--- src/rtl/cla_pkg.sv ---
// cla_pkg: shared types, group lookahead function and parameter legality check for cla_pipe_adder
package cla_pkg;

    localparam int MAX_GROUP = 8;

    typedef struct packed {
        logic [MAX_GROUP:0] c;
        logic               gp;
        logic               gg;
    } la_t;

    function automatic bit params_ok(input int width, input int group);
        return group >= 1 && group <= MAX_GROUP && width >= group && width % group == 0;
    endfunction

    function automatic la_t lookahead(input logic [MAX_GROUP-1:0] p, input logic [MAX_GROUP-1:0] g,
                                      input logic c0, input int n);
        la_t  r;
        logic t;
        logic pr;
        r      = '0;
        r.c[0] = c0;
        for (int i = 1; i <= MAX_GROUP; i++) begin
            if (i <= n) begin
                t = c0;
                for (int j = 0; j < i; j++) t = t & p[j];
                for (int j = 0; j < i; j++) begin
                    pr = g[j];
                    for (int m = j + 1; m < i; m++) pr = pr & p[m];
                    t = t | pr;
                end
                r.c[i] = t;
            end
        end
        r.gp = 1'b1;
        r.gg = 1'b0;
        for (int j = 0; j < n; j++) begin
            r.gp = r.gp & p[j];
            pr   = g[j];
            for (int m = j + 1; m < n; m++) pr = pr & p[m];
            r.gg = r.gg | pr;
        end
        return r;
    endfunction

endpackage

--- src/rtl/cla_group.sv ---
// cla_group: combinational G-bit lookahead slice; in a, b, c_in; out sum, c_out, c_msb_in (carry into slice MSB)
module cla_group
    import cla_pkg::*;
#(
    parameter int G = 4
) (
    input  logic [G-1:0] a,
    input  logic [G-1:0] b,
    input  logic         c_in,
    output logic [G-1:0] sum,
    output logic         c_out,
    output logic         c_msb_in
);

    logic [G-1:0] p;
    logic [G-1:0] gn;
    la_t          r;
    logic         unused;

    assign p        = a ^ b;
    assign gn       = a & b;
    assign r        = lookahead(MAX_GROUP'(p), MAX_GROUP'(gn), c_in, G);
    assign sum      = p ^ r.c[G-1:0];
    assign c_out    = r.gg | (r.gp & c_in);
    assign c_msb_in = r.c[G-1];
    assign unused   = ^r;

endmodule

--- src/rtl/cla_pipe_adder.sv ---
// cla_pipe_adder: pipelined CLA add/sub, one group per stage; in clk rst_n in_valid a b cin sub out_ready; out in_ready out_valid sum cout ovf zero
module cla_pipe_adder
    import cla_pkg::*;
#(
    parameter int WIDTH = 32,
    parameter int GROUP = 4
) (
    input  logic             clk,
    input  logic             rst_n,
    input  logic             in_valid,
    output logic             in_ready,
    input  logic [WIDTH-1:0] a,
    input  logic [WIDTH-1:0] b,
    input  logic             cin,
    input  logic             sub,
    output logic             out_valid,
    input  logic             out_ready,
    output logic [WIDTH-1:0] sum,
    output logic             cout,
    output logic             ovf,
    output logic             zero
);

    localparam int NG = WIDTH / GROUP;

    if (!params_ok(WIDTH, GROUP)) begin : g_bad
        $error("cla_pipe_adder: WIDTH must be a multiple of GROUP and GROUP must be 1..8");
    end

    logic adv;
    logic ovf_r;
    logic zero_r;
    logic unused;

    assign adv      = !out_valid || out_ready;
    assign in_ready = adv;

    for (genvar k = 0; k < NG; k++) begin : g_st
        logic [WIDTH-1:0] ia, ib, ps, ns, ra, rb, rs;
        logic             ic, iv, rc, rv, gc, gm;
        logic [GROUP-1:0] gs;
        logic             unused_gm;
        if (k == 0) begin : g_head
            assign ia = a;
            assign ib = sub ? ~b : b;
            assign ps = '0;
            assign ic = sub ? ~cin : cin;
            assign iv = in_valid && in_ready;
        end else begin : g_link
            assign ia = g_st[k-1].ra;
            assign ib = g_st[k-1].rb;
            assign ps = g_st[k-1].rs;
            assign ic = g_st[k-1].rc;
            assign iv = g_st[k-1].rv;
        end
        cla_group #(.G(GROUP)) u_grp (
            .a        (ia[k*GROUP +: GROUP]),
            .b        (ib[k*GROUP +: GROUP]),
            .c_in     (ic),
            .sum      (gs),
            .c_out    (gc),
            .c_msb_in (gm)
        );
        assign unused_gm = gm;
        always_comb begin
            ns                     = ps;
            ns[k*GROUP +: GROUP]   = gs;
        end
        always_ff @(posedge clk or negedge rst_n) begin
            if (!rst_n) begin
                rv <= 1'b0;
                ra <= '0;
                rb <= '0;
                rs <= '0;
                rc <= 1'b0;
            end else if (adv) begin
                rv <= iv;
                ra <= ia;
                rb <= ib;
                rs <= ns;
                rc <= gc;
            end
        end
    end

    // Last stage's group carries give the MSB carry-in/out pair for signed overflow.
    always_ff @(posedge clk or negedge rst_n) begin
        if (!rst_n) begin
            ovf_r  <= 1'b0;
            zero_r <= 1'b0;
        end else if (adv) begin
            ovf_r  <= g_st[NG-1].gc ^ g_st[NG-1].gm;
            zero_r <= ~|g_st[NG-1].ns;
        end
    end

    assign out_valid = g_st[NG-1].rv;
    assign sum       = g_st[NG-1].rs;
    assign cout      = g_st[NG-1].rc;
    assign ovf       = ovf_r;
    assign zero      = zero_r;
    assign unused    = ^{g_st[NG-1].ra, g_st[NG-1].rb};

endmodule

--- config.mk ---
export PLATFORM = sky130hd
export DESIGN_NAME = cla_pipe_adder
export DESIGN_NICKNAME = d
export VERILOG_FILES = /design/src/rtl/cla_pkg.sv /design/src/rtl/cla_group.sv /design/src/rtl/cla_pipe_adder.sv
export SDC_FILE = /design/constraint.sdc
export NUM_CORES = 1
export LEC_CHECK = 0
export ABC_AREA = 1
export CORE_ASPECT_RATIO = 1.2
export CORE_MARGIN = 2
export CORE_UTILIZATION = 28
export DETAILED_ROUTE_END_ITERATION = 6
export PLACE_DENSITY_LB_ADDON = 0.05
export SLEW_MARGIN = 20
export SYNTH_ARGS = -nofsm -noshare
export SYNTH_HDL_FRONTEND = slang
export SYNTH_SLANG_ARGS = --single-unit
--- constraint.sdc ---
create_clock -name clk -period 1.55 [get_ports clk]
set_clock_uncertainty 0.05 [all_clocks]
set_input_delay 0.31 -clock clk [delete_from_list [all_inputs] [get_ports clk]]
set_output_delay 0.31 -clock clk [all_outputs]
set_load 0.02 [all_outputs]
==> out/metrics.yaml <==
outcome:
  status: "finished with violations"
  violations: "setup timing"
logic_synthesis:
  yosysTopAreaCellShare_pct: 60.3
  ys_types: 21
  ys_seq_area_share_pct: 60.3
  avgSynthCellArea_um2: 9.15
  synthesis.nets: 1869
  syn_inst: 1751
  syn_area_um2: 16000
  ys_warn_count: 0
  ys_ff_latch: 386
  yosysTopAreaCell: "dfrtp_1"
  synth_area_leaders: "dfrtp_1 60%, nand2_1 17%, o21ai_0 6.6%"
die:
  core_area_um2: 56800
  chipWidth_um: 222
  start_util_pct: 28.2
  row_count: 96
  die-area_um2: 59100
  fp.dieH_um: 266
  io_pins: 107
routing:
  postRouteAntennaNets: 0
  first_pass_iters: 6
  drc_errors: 0
  wl_per_cell_um: 14.6
  drtIter0Drc: 450
  via_count: 11400
  viasPerCell: 4.25
  wirelength_mm: 39.2
timing:
  grt_setup_unrepaired: "yes"
  final_max_slew_viol_count: 0
  relSlewSlack_pct: 63.7
  worstMarginPinSlew_ns: 0.544
  fin_hold_ws_ns: 0.179
  max_freq_mhz: 565
  post-route-period-util_pct: 114
  final_hold_viol_count: 0
  setup_slack_ns: -0.219
  fin_crit_ns: 1.77
  finalSetupViolCount: 3
clock_tree:
  clk_path_buf_depth: 3
  h-tree-depth: 2
  cts_sinks: 386
  clkSlewWorstSetupHoldPaths_ns: 0.06
  clkLatencyLatePin_ns: 0.57
  cts_buffers: 44
  root_buffer: "clkbuf_16"
  cts_tree: "built"
placed_design:
  gp_congestion: 0.703
  io_buffers: 106
  dpl.hpwl_mm: 24.3
  place_ws_ns: -0.717
grt:
  grt_overflow: 0
  grt_pass1_vias: 11400
  grt.total_usage_pct: 12.7
  grt_pass1_wl_mm: 61.2
  antenna_found_initial: 0
  grt_max_degree: 69
finish:
  layout-drive-gt1-share_pct: 13.9
  fillCellCount: 5837
  diodes: 0
  syn_to_final_growth_pct: 29.9
  nets: 2047
worst_setup_path:
  worst-setup-path-type: "register to output pin"
  cp-end-kind: "output pin"
  r2r_cells: 10
  cp.arrival_ns: 1.41
  ff2ff_setup_slack_ns: -0.16
  worstPathRequired_ns: 1.19
  rr_startpoint: "g_st[6].ra[28]$_DFFE_PN0N_"
  startpoint: "out_valid$_DFFE_PN0N_"
  cp_max_fo: 4
  critPathLaunchType: "register"
  r2r_end: "zero$_DFFE_PN0N_"
pwr:
  ir_worst_vdd_v: 0.000665
  p_leak_uw: 0.0101
  p_per_area_nw_per_um2: 2030
hold_path:
  hp-class: "input pin to asynchronous set/reset pin"
job:
  maxCapViolations: 0
==> kinds of logic after synthesis <==
group	share of synthesized area, %
buf+inv	5.91
xor+xnor	2.30
flops	60.3
compound gates	7.95
simple gates	19.4
fa+ha+maj	4.13
==> placed cells by master, fill, tap and decap left out, drive strengths merged <==
cell type,count
nand2,720
dfrtp,386
o21ai,234
buf,134
inv,131
clkbuf,85
clkdlybuf4s50,66
ha,40
nor2,37
nand3,35
xnor2,31
a21oi,19
xor2,11
fa,8
nand3b,7
nand4,3
clkinv,3
nor3,2
o21a,1
clkinvlp,1
bufinv,1
dlygate4sd3,1
dlygate4sd2,1
==> timing repair <==
| action | CTS | global route |
|---|---|---|
| gates cloned | 0 | 17 |
| endpoints found under the setup margin | 40 | 320 |
| endpoints found under the hold margin | 386 | 0 |
| resized for setup | 133 | 73 |
| hold buffers | 1 | 0 |
| pin swaps | 3 | 29 |
| setup buffers | 2 | 9 |
==> metal layers <==
layer / up-vias / GRT usage [%] / wire [um]
met2: 117 / 20.2 / 17900
li1: 5848 / - / -
met4: 0 / 3.56 / 700
met1: 5437 / 17.6 / 19400
met5: - / 0 / 0
met3: 44 / 2.57 / 1170
==> sequential cells by signal (all words and copies together) (netlist names) <==
register and flops:
g_st.ra 112, g_st.rb 112, g_st.rs 112, sum 32, g_st.rc 7, g_st.rv 7, cout 1, out_valid 1
ovf 1, zero 1
==> power by group <==
part / total (uW) / switching (uW) / internal (uW)
registers: 17100 / 2470 / 14600
logic: 14900 / 8250 / 6650
clock network: 10200 / 4160 / 6080
==> per-stage QoR <==
| stage | std cells | total power [uW] | instance area (um2) | util, % | TNS, ns |
|---|---|---|---|---|---|
| after floorplan | 1751 | 25000 | 16100 | - | -0.550 |
| after global placement | 2591 | 30600 | 18700 | 32.8 | -66.99 |
| after detailed placement | 2591 | 30800 | 18700 | 32.8 | -69.00 |
| after CTS | 2668 | 41300 | 20000 | 35.2 | -7.47 |
| after global routing | 2692 | 45900 | 20800 | 36.6 | -1.22 |
| final | 2692 | 42200 | 20800 | 36.6 | -0.389 |
==> worst max-delay path by stage <==
stage	endpoint	slack, ns	depth (start not counted)
after floorplan	g_st[0].rs[3]$_DFFE_PN0N_	-0.31	12
after global placement	g_st[0].rs[3]$_DFFE_PN0N_	-0.71	12
after detailed placement	g_st[0].rs[3]$_DFFE_PN0N_	-0.72	11
after CTS	in_ready	-0.24	5
after global routing	zero$_DFFE_PN0N_	-0.32	10
final	in_ready	-0.22	5
==> worst max-delay path, stage by stage, from the launching register on <==
cell and delay, ns:
dfrtp_1 0.35, inv_2 0.05, nor2_4 0.11, buf_12 0.15, inv_16 0.05, buf_12 0.12
==> layout make-up <==
| cell class | count | area, um2 | share of cell area [%] |
|---|---|---|---|
| clock buffers | 67 | 1340 | 6.44 |
| inverters | 129 | 500 | 2.41 |
| flip-flops and latches | 386 | 9660 | 46.4 |
| multi-input cells | 1148 | 5660 | 27.2 |
| clock inverters | 7 | 70.1 | 0.337 |
| well taps | 735 | 920 | 4.42 |
| repair buffers | 220 | 2650 | 12.7 |
==> synthesized netlist by cell type <==
| master | instances |
|---|---|
| ha_1 | 40 |
| nor2_1 | 36 |
| nor3_1 | 2 |
| nand3_1 | 35 |
| inv_2 | 1 |
| buf_4 | 18 |
| a21oi_1 | 19 |
| xnor2_1 | 31 |
| dfrtp_1 | 386 |
| buf_2 | 52 |
| o21ai_0 | 210 |
| inv_1 | 128 |
| nand2_1 | 720 |
| clkbuf_1 | 18 |
| fa_1 | 8 |
| nand3b_1 | 7 |
| xor2_1 | 11 |
| o21ai_1 | 24 |
| nand4_1 | 3 |
| o21a_1 | 1 |
| nor2_4 | 1 |
Note: power is estimated with default switching activity, not from simulation.
